===== src/rtl/spi_pkg.sv =====
// Shared encodings for the SPI slave controller: FSM states and command codes.
package spi_pkg;

  typedef enum logic [2:0] {
    ST_IDLE      = 3'd0,
    ST_CHK_CMD   = 3'd1,
    ST_WRITE     = 3'd2,
    ST_READ_ADD  = 3'd3,
    ST_READ_DATA = 3'd4
  } spi_state_e;

  typedef enum logic [1:0] {
    CMD_WR_ADDR = 2'b00,
    CMD_WR_DATA = 2'b01,
    CMD_RD_ADDR = 2'b10,
    CMD_RD_DATA = 2'b11
  } spi_cmd_e;

endpackage


===== src/rtl/spi_piso.sv =====
// Parallel-to-serial shifter driving MISO, MSB first; output is 0 whenever idle.
module spi_piso #(
  parameter int DATA_W = 8
) (
  input  logic              clk,
  input  logic              rst,
  input  logic              clear,
  input  logic              load,
  input  logic [DATA_W-1:0] data,
  output logic              serial,
  output logic              busy
);

  localparam int CNT_W = $clog2(DATA_W + 1);
  localparam logic [CNT_W-1:0] CNT_LOAD = CNT_W'(DATA_W);

  logic [DATA_W-1:0] sr_q, sr_d;
  logic [CNT_W-1:0]  cnt_q, cnt_d;
  logic              out_q, out_d;

  assign busy   = (cnt_q != '0);
  assign serial = out_q;

  // The first bit appears one cycle after the load edge.
  always_comb begin
    sr_d  = sr_q;
    cnt_d = cnt_q;
    out_d = 1'b0;
    if (clear) begin
      sr_d  = '0;
      cnt_d = '0;
    end else if (busy) begin
      out_d = sr_q[DATA_W-1];
      sr_d  = {sr_q[DATA_W-2:0], 1'b0};
      cnt_d = cnt_q - 1'b1;
    end else if (load) begin
      sr_d  = data;
      cnt_d = CNT_LOAD;
    end
  end

  always_ff @(posedge clk or negedge rst) begin
    if (!rst) begin
      sr_q  <= '0;
      cnt_q <= '0;
      out_q <= 1'b0;
    end else begin
      sr_q  <= sr_d;
      cnt_q <= cnt_d;
      out_q <= out_d;
    end
  end

endmodule


===== src/rtl/spi_slave_ctrl.sv =====
// SPI slave frame receiver: {cmd[1:0], payload} frames on MOSI, read data returned on MISO.
module spi_slave_ctrl
  import spi_pkg::*;
#(
  parameter int DATA_W = 8
) (
  input  logic              clk,
  input  logic              rst,
  input  logic              SS_n,
  input  logic              MOSI,
  input  logic              tx_valid,
  input  logic [DATA_W-1:0] tx_data,
  output logic [DATA_W+1:0] rx_data,
  output logic              rx_valid,
  output logic              MISO
);

  localparam int FRAME_W = DATA_W + 2;
  localparam int CNT_W   = $clog2(FRAME_W + 1);
  localparam logic [CNT_W-1:0] CNT_ONE  = CNT_W'(1);
  localparam logic [CNT_W-1:0] CNT_LAST = CNT_W'(FRAME_W - 1);
  localparam logic [CNT_W-1:0] CNT_FULL = CNT_W'(FRAME_W);

  spi_state_e         state_q, state_d;
  logic [CNT_W-1:0]   bit_cnt_q, bit_cnt_d;
  logic [FRAME_W-1:0] frame_q, frame_d;
  logic [FRAME_W-1:0] rx_data_q, rx_data_d;
  logic               rx_valid_q, rx_valid_d;
  logic               rd_addr_done_q, rd_addr_done_d;

  logic               frame_done;
  logic [FRAME_W-1:0] frame_shift;
  logic               piso_load;
  logic               piso_busy;

  assign frame_done  = (bit_cnt_q == CNT_FULL);
  assign frame_shift = {frame_q[FRAME_W-2:0], MOSI};
  assign rx_data     = rx_data_q;
  assign rx_valid    = rx_valid_q;

  // Abort on SS_n high outranks everything, including the final frame bit.
  always_comb begin
    state_d        = state_q;
    bit_cnt_d      = bit_cnt_q;
    frame_d        = frame_q;
    rx_data_d      = rx_data_q;
    rx_valid_d     = 1'b0;
    rd_addr_done_d = rd_addr_done_q;
    if (state_q != ST_IDLE && SS_n) begin
      state_d   = ST_IDLE;
      bit_cnt_d = '0;
      frame_d   = '0;
    end else begin
      case (state_q)
        ST_IDLE: if (!SS_n) state_d = ST_CHK_CMD;
        ST_CHK_CMD: begin
          frame_d   = {{(FRAME_W-1){1'b0}}, MOSI};
          bit_cnt_d = CNT_ONE;
          if (!MOSI)               state_d = ST_WRITE;
          else if (rd_addr_done_q) state_d = ST_READ_DATA;
          else                     state_d = ST_READ_ADD;
        end
        ST_WRITE, ST_READ_ADD, ST_READ_DATA: begin
          if (!frame_done) begin
            frame_d   = frame_shift;
            bit_cnt_d = bit_cnt_q + 1'b1;
            if (bit_cnt_q == CNT_LAST) begin
              rx_data_d  = frame_shift;
              rx_valid_d = 1'b1;
              if (state_q == ST_READ_ADD)  rd_addr_done_d = 1'b1;
              if (state_q == ST_READ_DATA) rd_addr_done_d = 1'b0;
            end
          end
        end
        default: state_d = ST_IDLE;
      endcase
    end
  end

  always_ff @(posedge clk or negedge rst) begin
    if (!rst) begin
      state_q        <= ST_IDLE;
      bit_cnt_q      <= '0;
      frame_q        <= '0;
      rx_data_q      <= '0;
      rx_valid_q     <= 1'b0;
      rd_addr_done_q <= 1'b0;
    end else begin
      state_q        <= state_d;
      bit_cnt_q      <= bit_cnt_d;
      frame_q        <= frame_d;
      rx_data_q      <= rx_data_d;
      rx_valid_q     <= rx_valid_d;
      rd_addr_done_q <= rd_addr_done_d;
    end
  end

  assign piso_load = tx_valid && !SS_n && (state_q == ST_READ_DATA) && frame_done && !piso_busy;

  spi_piso #(
    .DATA_W (DATA_W)
  ) u_piso (
    .clk    (clk),
    .rst    (rst),
    .clear  (SS_n),
    .load   (piso_load),
    .data   (tx_data),
    .serial (MISO),
    .busy   (piso_busy)
  );

endmodule


===== config.mk =====
export PLATFORM = sky130hd
export DESIGN_NAME = spi_slave_ctrl
export DESIGN_NICKNAME = d
export VERILOG_FILES = /design/src/rtl/spi_pkg.sv /design/src/rtl/spi_piso.sv /design/src/rtl/spi_slave_ctrl.sv
export SDC_FILE = /design/constraint.sdc
export NUM_CORES = 1
export LEC_CHECK = 0
export BUFFER_PORTS_ARGS = -buffer_cell sky130_fd_sc_hd__buf_4
export CORE_UTILIZATION = 35
export CTS_CLUSTER_DIAMETER = 120
export DETAILED_ROUTE_END_ITERATION = 8
export SYNTH_ARGS = -nofsm -noshare
export SYNTH_HDL_FRONTEND = slang
export SYNTH_SLANG_ARGS = --single-unit

===== constraint.sdc =====
create_clock -name clk -period 2.07 [get_ports clk]
set_input_delay 0.207 -clock clk [delete_from_list [all_inputs] [get_ports clk]]
set_output_delay 0.207 -clock clk [all_outputs]
set_load 0.01 [all_outputs]

# --- After elaboration in Yosys (flattened, before gate mapping) ---
# Cells that the tools add are included.
word_totals:
  register_bits: 41
  inputBits: 13
  output_inout_bits: 12
  wordCells: 65
op_classes:
  n_addsub: 2
  eq_ne: 9
  muxes: 25
  bitwise: 2
  n_reduce_logical: 18
ops:
  columns: ["cell", "count"]
  rows:
  - ["2-to-1 mux 8 bit", 3]
  - ["2-to-1 mux 4 bit", 5]
  - ["2-to-1 mux 9 bit", 2]
  - ["case mux 9 bit (2 select lines)", 1]
  - ["2-to-1 mux 3 bit", 4]
  - ["case mux 3 bit (3 select lines)", 1]
  - ["nonzero test 3 bit", 3]
  - ["equality test 4 bit (second input constant)", 2]
  - ["2-to-1 mux 1 bit", 8]
  - ["case mux 4 bit (2 select lines)", 1]
  - ["equality test 3 x 2 -> 1 bit (second input constant)", 2]
  - ["!= test 3 bit (second input constant)", 2]
  - ["logical AND 1 bit", 5]
  - ["AND reduction 5 bit", 1]
  - ["adder 4 x 1 -> 4 bit (second input constant)", 1]
  - ["AND reduction 2 bit", 2]
  - ["AND reduction 4 bit", 1]
  - ["nonzero test 4 bit", 1]
  - ["subtractor 4 x 1 -> 4 bit (second input constant)", 1]
  - ["equality test 3 x 1 -> 1 bit (second input constant)", 1]
  - ["equality test 3 bit (second input constant)", 1]
  - ["logical NOT 3 bit", 1]
  - ["OR reduction 3 bit", 1]
  - ["logical NOT 1 bit", 2]
  - ["other kinds (3)", 4]

# --- Depth between registers and ports, before layout ---
depth:
  word_depth: 8
  depth_mapped: 7
  depth_no_buf: 6

# --- Modules after synthesis ---
# From an unflattened synthesis, not the netlist that was laid out.
unflattened:
  hier_cells: 183
  area_unflattened_um2: 2011.9
by_module_without_submodules:
  columns: ["module", "n_inst", "cells_per_inst", "area_per_inst_um2", "seq_area_each_um2"]
  rows:
  - ["spi_slave_ctrl", 1, 125, 1375.1, 700.7]
  - ["spi_piso", 1, 58, 636.9, 325.3]

# --- Worst setup path before layout ---
# OpenSTA, ideal clock, no wires.
synth_path:
  kind: "register -> register"
  startpoint: "register state_q[1]"
  endpoint: "register rx_data_q[0] (netlist: rx_data[0])"
  setup_time_ps: 125
  arrival_ps: 1667
  required_ps: 1945
  path_slack_ps: 278
  path_stages_with_launch: 6
  synth_period_minus_slack_ps: 1792
  path_cell_list: "dfrtp_1 -> or3b_4 -> a21o_4 -> nor2_4 -> buf_8 -> mux2_4"
synth_via:
  elab_chain_len: 4
synth_rtl:
  columns: ["item", "line", "text"]
  rows:
  - ["from (decl)", "spi_slave_ctrl.sv:24", "spi_state_e state_q, state_d;"]
  - ["from (signal assigned)", "spi_slave_ctrl.sv:89", "state_q <= state_d;"]
  - ["branches (longest 3 deep; another with equality test 3 x 2 -> 1 bit)", null, null]
  - ["AND reduction 4 bit (no source line) *", null, null]
  - ["to (signal assigned)", "spi_slave_ctrl.sv:92", "rx_data_q <= rx_data_d;"]
  - ["to (decl)", "spi_slave_ctrl.sv:27", "logic [FRAME_W-1:0] rx_data_q, rx_data_d;"]
# Every way passes the cells marked *.
# A chain may end at the register's enable or synchronous reset.

# --- Worst setup path after layout ---
layout_path:
  startpoint: "register bit_cnt_q[0]"
  endpoint: "register u_piso.sr_q[0]"
layout_via:
  elab_chain_len: 4
layout_rtl:
  columns: ["item", "line", "text"]
  rows:
  - ["from (decl)", "spi_slave_ctrl.sv:25", "logic [CNT_W-1:0] bit_cnt_q, bit_cnt_d;"]
  - ["from (signal assigned)", "spi_slave_ctrl.sv:90", "bit_cnt_q <= bit_cnt_d;"]
  - ["equality test 4 bit", "spi_slave_ctrl.sv:36", "assign frame_done = (bit_cnt_q == CNT_FULL);"]
  - ["logical AND 1 bit (2 in series)", "spi_slave_ctrl.sv:98", "assign piso_load = tx_valid && !SS_n && (state_q == ST_READ_DATA) && frame_done && !piso_busy;"]
  - ["nonzero test 3 bit (no source line)", null, null]
  - ["to (signal assigned)", "spi_piso.sv:48", "sr_q <= sr_d;"]
  - ["to (decl)", "spi_piso.sv:17", "logic [DATA_W-1:0] sr_q, sr_d;"]
# Every way passes these cells.

==> metrics.txt <==
Async SR Flop Fraction=100.0%; sort of element at the end of the critical path=register; clock slew at the register clock pins of the worst setup and hold paths=80 ps; y dimension of the die=79.27 microns; combinational family with the most area after synthesis=compound AO/OA/AOI/OAI gates; Seq cells post-synth=41; worst relative slew slack=between 60% and 70%; remaining global-route overflow=0; GPL Wtd Cong=between 0.7 and 0.8; outcome=complete, no violations; Core Box Area=between 5000 and 6000 sq um; fraction of the mapped netlist area in compound gates=~16%; RSZ-0062 raised after global routing=no; Sequential Area=just over 1000 sq um; number of nets produced by synthesis=a little under 200; Die Outline Area=~6300 sq um; period utilisation layout=approximately nine tenths; via count normalized by instance count=5.077; portion of the post-synthesis area used by sequential elements=49.10%; cell area after layout=2494 sq um; minimum clock period=1901 ps; required time of the worst setup path=about 2300 ps; DIE WIDTH=around 80 microns; number of placed instances, taps included=between 200 and 300; largest fanout of any net on the critical path=5; via count of the first global-routing pass=about 1,500; Pre-antenna DRT Iters=4; maximum achievable frequency=about 530 MHz; transition time at the pin with the least slew margin=approximately 520 ps; # H-tree levels=2; starting density of the core=37.04%; number of nets with antenna violations after detailed routing=0; average routed wire per standard cell=13.74 microns; fraction of post-synthesis cell area in the top cell type by area=49.10%; layout filler cell count=525; global-route usage over all layers=around 14%; post-synthesis xor/xnor area fraction=less than 1%; Lkg Pwr=~1.1 nW; area growth from synthesis to layout=19.34%; Data arrival, critical path=around 2100 ps; Register-to-Register Path Depth=6; Post-Route WL=3.903 mm; Initial DRC Count=42; max-cap viol count=0; ratio of total power to cell area=approximately 1100 nW/um^2; fraction of layout cells with a size suffix above 1=roughly 28%; adder and majority cell fraction of the synthesized area=between 2 and 3%; Core Rows=27; Detail Placement HPWL=between 2 and 3 mm; Slew Limit Fails=0; CTS tree=done; number of distinct standard cells referenced by the synthesized netlist=between 40 and 50; number of input and output port buffers inserted=24; total number of nets in the final design=between 200 and 250; post-place instance area=between 2000 and 2500 sq um; CTS resizes=0; antenna violations before repair=0; cell taking the most area after synthesis=sky130_fd_sc_hd__dfrtp_1; path type of the worst setup path=reg -> reg; count of yosys warnings during synthesis=0; boundary pin count=25; most frequent cells after synthesis=sky130_fd_sc_hd__dfrtp_1 (41), sky130_fd_sc_hd__a211oi_1 (14), sky130_fd_sc_hd__mux2i_1 (13); Skew-Pair Late Insertion Delay=approximately 290 ps; worst clock skew=roughly 6 ps; Min-Delay Path Class=in -> reg; Fin. Hold Viols=0; multiplexer share of the synthesized area=approximately 14%; Diodes inserted=0; cell depth of the worst min-delay path=2; Post-Route Setup TNS=0 ps; wire length of the first global-routing pass=~7.0 mm; largest cells by area after synthesis=sky130_fd_sc_hd__dfrtp_1 (49%), sky130_fd_sc_hd__mux2_4 (6.5%), sky130_fd_sc_hd__mux2i_1 (6.2%); fraction of the mapped netlist area in simple logic gates=between 10 and 15%; Util after Layout=between 40% and 50%; startpoint types=register; most repeated cell in the gate-level netlist after synthesis=sky130_fd_sc_hd__dfrtp_1; count of final setup violators=0; Clock Root Buffer=sky130_fd_sc_hd__clkbuf_8; maximum number of pins on one net before global-route repair=42; IR drop worst, VDD=around 680 uV; drt drc=0; Clock Path Buffers=2; Post-synth EDFFs=0; primary flip-flop cell chosen by synthesis mapping=sky130_fd_sc_hd__dfrtp_1; Multi-input gate area=977.2 sq um; Post-Synthesis Cell Area=2090 sq um; number of sinks handled by clock tree synthesis=a little over 40; number of standard cells in the final layout excluding fillers=roughly 280; vias post-DR=approximately 1,400; Mean Syn Cell Area=11.81 sq um; cell count after synthesis=between 150 and 200; number of buffers created by CTS=5
per-stage QoR:
stage | power [mW] | hold slack (ps) | setup slack, ps
finish | 2.746 | 208.2 | 169.3
global route | 2.949 | 187.2 | 21.67
CTS | 2.780 | 208.9 | 139.0
detailed placement | 2.203 | 230.8 | 190.3
global placement | 2.195 | 231.8 | 230.9
floorplan | 1.919 | -88.59 | 277.7
sequential cells by signal, indices dropped and copies added (netlist names):
name and cells:
bit_cnt_q 4, frame_q 9, rd_addr_done_q 1, rx_data 10, rx_valid 1, state_q 3
u_piso.cnt_q 4, u_piso.serial 1, u_piso.sr_q 8
final timing paths:
| path | startpoint | end | slack (ps) |
|---|---|---|---|
| hold reg to reg | rx_data[2]$_DFFE_PN0P_ | rx_data[2]$_DFFE_PN0P_ | 490 |
| min in group asynchronous | rst | rx_data[1]$_DFFE_PN0P_ | 430 |
| max in group asynchronous | rst | u_piso.sr_q[3]$_DFFE_PN0P_ | 1260 |
| setup / recovery | bit_cnt_q[0]$_DFFE_PN0P_ | u_piso.sr_q[0]$_DFFE_PN0P_ | 170 |
| hold / removal | MOSI | rx_data[0]$_DFFE_PN0P_ | 210 |
| setup reg to reg | bit_cnt_q[0]$_DFFE_PN0P_ | u_piso.sr_q[0]$_DFFE_PN0P_ | 170 |
placed cells by master (no fill, tap or decap), drive strengths merged, types with 2 or more instances in the layout:
| master | Yosys | layout |
|---|---|---|
| a211oi | 14 | 14 |
| nand2 | 10 | 10 |
| nor3b | 3 | 3 |
| nor3 | 4 | 4 |
| and3b | 2 | 2 |
| clkbuf | 1 | 7 |
| buf | 7 | 34 |
| a21oi | 5 | 5 |
| clkinv | 1 | 2 |
| dfrtp | 41 | 41 |
| ha | 5 | 5 |
| a31o | 4 | 4 |
| o31ai | 3 | 3 |
| nand3 | 4 | 4 |
| mux2i | 13 | 13 |
| or4 | 2 | 2 |
| nand2b | 6 | 6 |
| o21ai | 6 | 6 |
| inv | 8 | 8 |
| nor2b | 3 | 3 |
| nor2 | 11 | 11 |
| mux2 | 11 | 11 |
worst max-delay path, stage by stage, from the launching register on:
cell and delay (ps):
sky130_fd_sc_hd__dfrtp_1 430, sky130_fd_sc_hd__inv_1 130, sky130_fd_sc_hd__ha_1 200, sky130_fd_sc_hd__nand3b_1 210, sky130_fd_sc_hd__or4_1 530, sky130_fd_sc_hd__mux2i_1 150, sky130_fd_sc_hd__nor3b_1 170
power by group:
group | internal [mW] | leakage [nW] | switching (mW)
logic | 0.534 | 0.540 | 0.571
clock network | 0.301 | 0.0542 | 0.265
registers | 0.953 | 0.552 | 0.121
total | 1.79 | 1.15 | 0.958
cell type report:
type / instances / share of cell area, %
timing repair buffer: 35 / 10.64
clock buffer: 7 / 3.864
sequential: 41 / 41.14
multi-input combinational: 119 / 39.19
clock inverter: 1 / 0.2007
tap: 72 / 3.613
inverter: 9 / 1.355
per-layer routing:
metal	wire, microns	track usage, %
met2	1795	22.84
met3	199	4.138
met4	52	4.909
met5	0	0
met1	1856	18.58
cell families after synthesis:
| family | count (synthesis) |
|---|---|
| fa+ha+maj | 5 |
| mux | 24 |
| buf+inv | 17 |
| flops | 41 |
| xor+xnor | 1 |
| compound gates | 40 |
| simple gates | 49 |
what timing repair did:
action                    CTS  global route
hold endpoints to repair   41             0
hold buffers                1             0
setup buffers               0             0
Power figures use the tool's default switching activity.
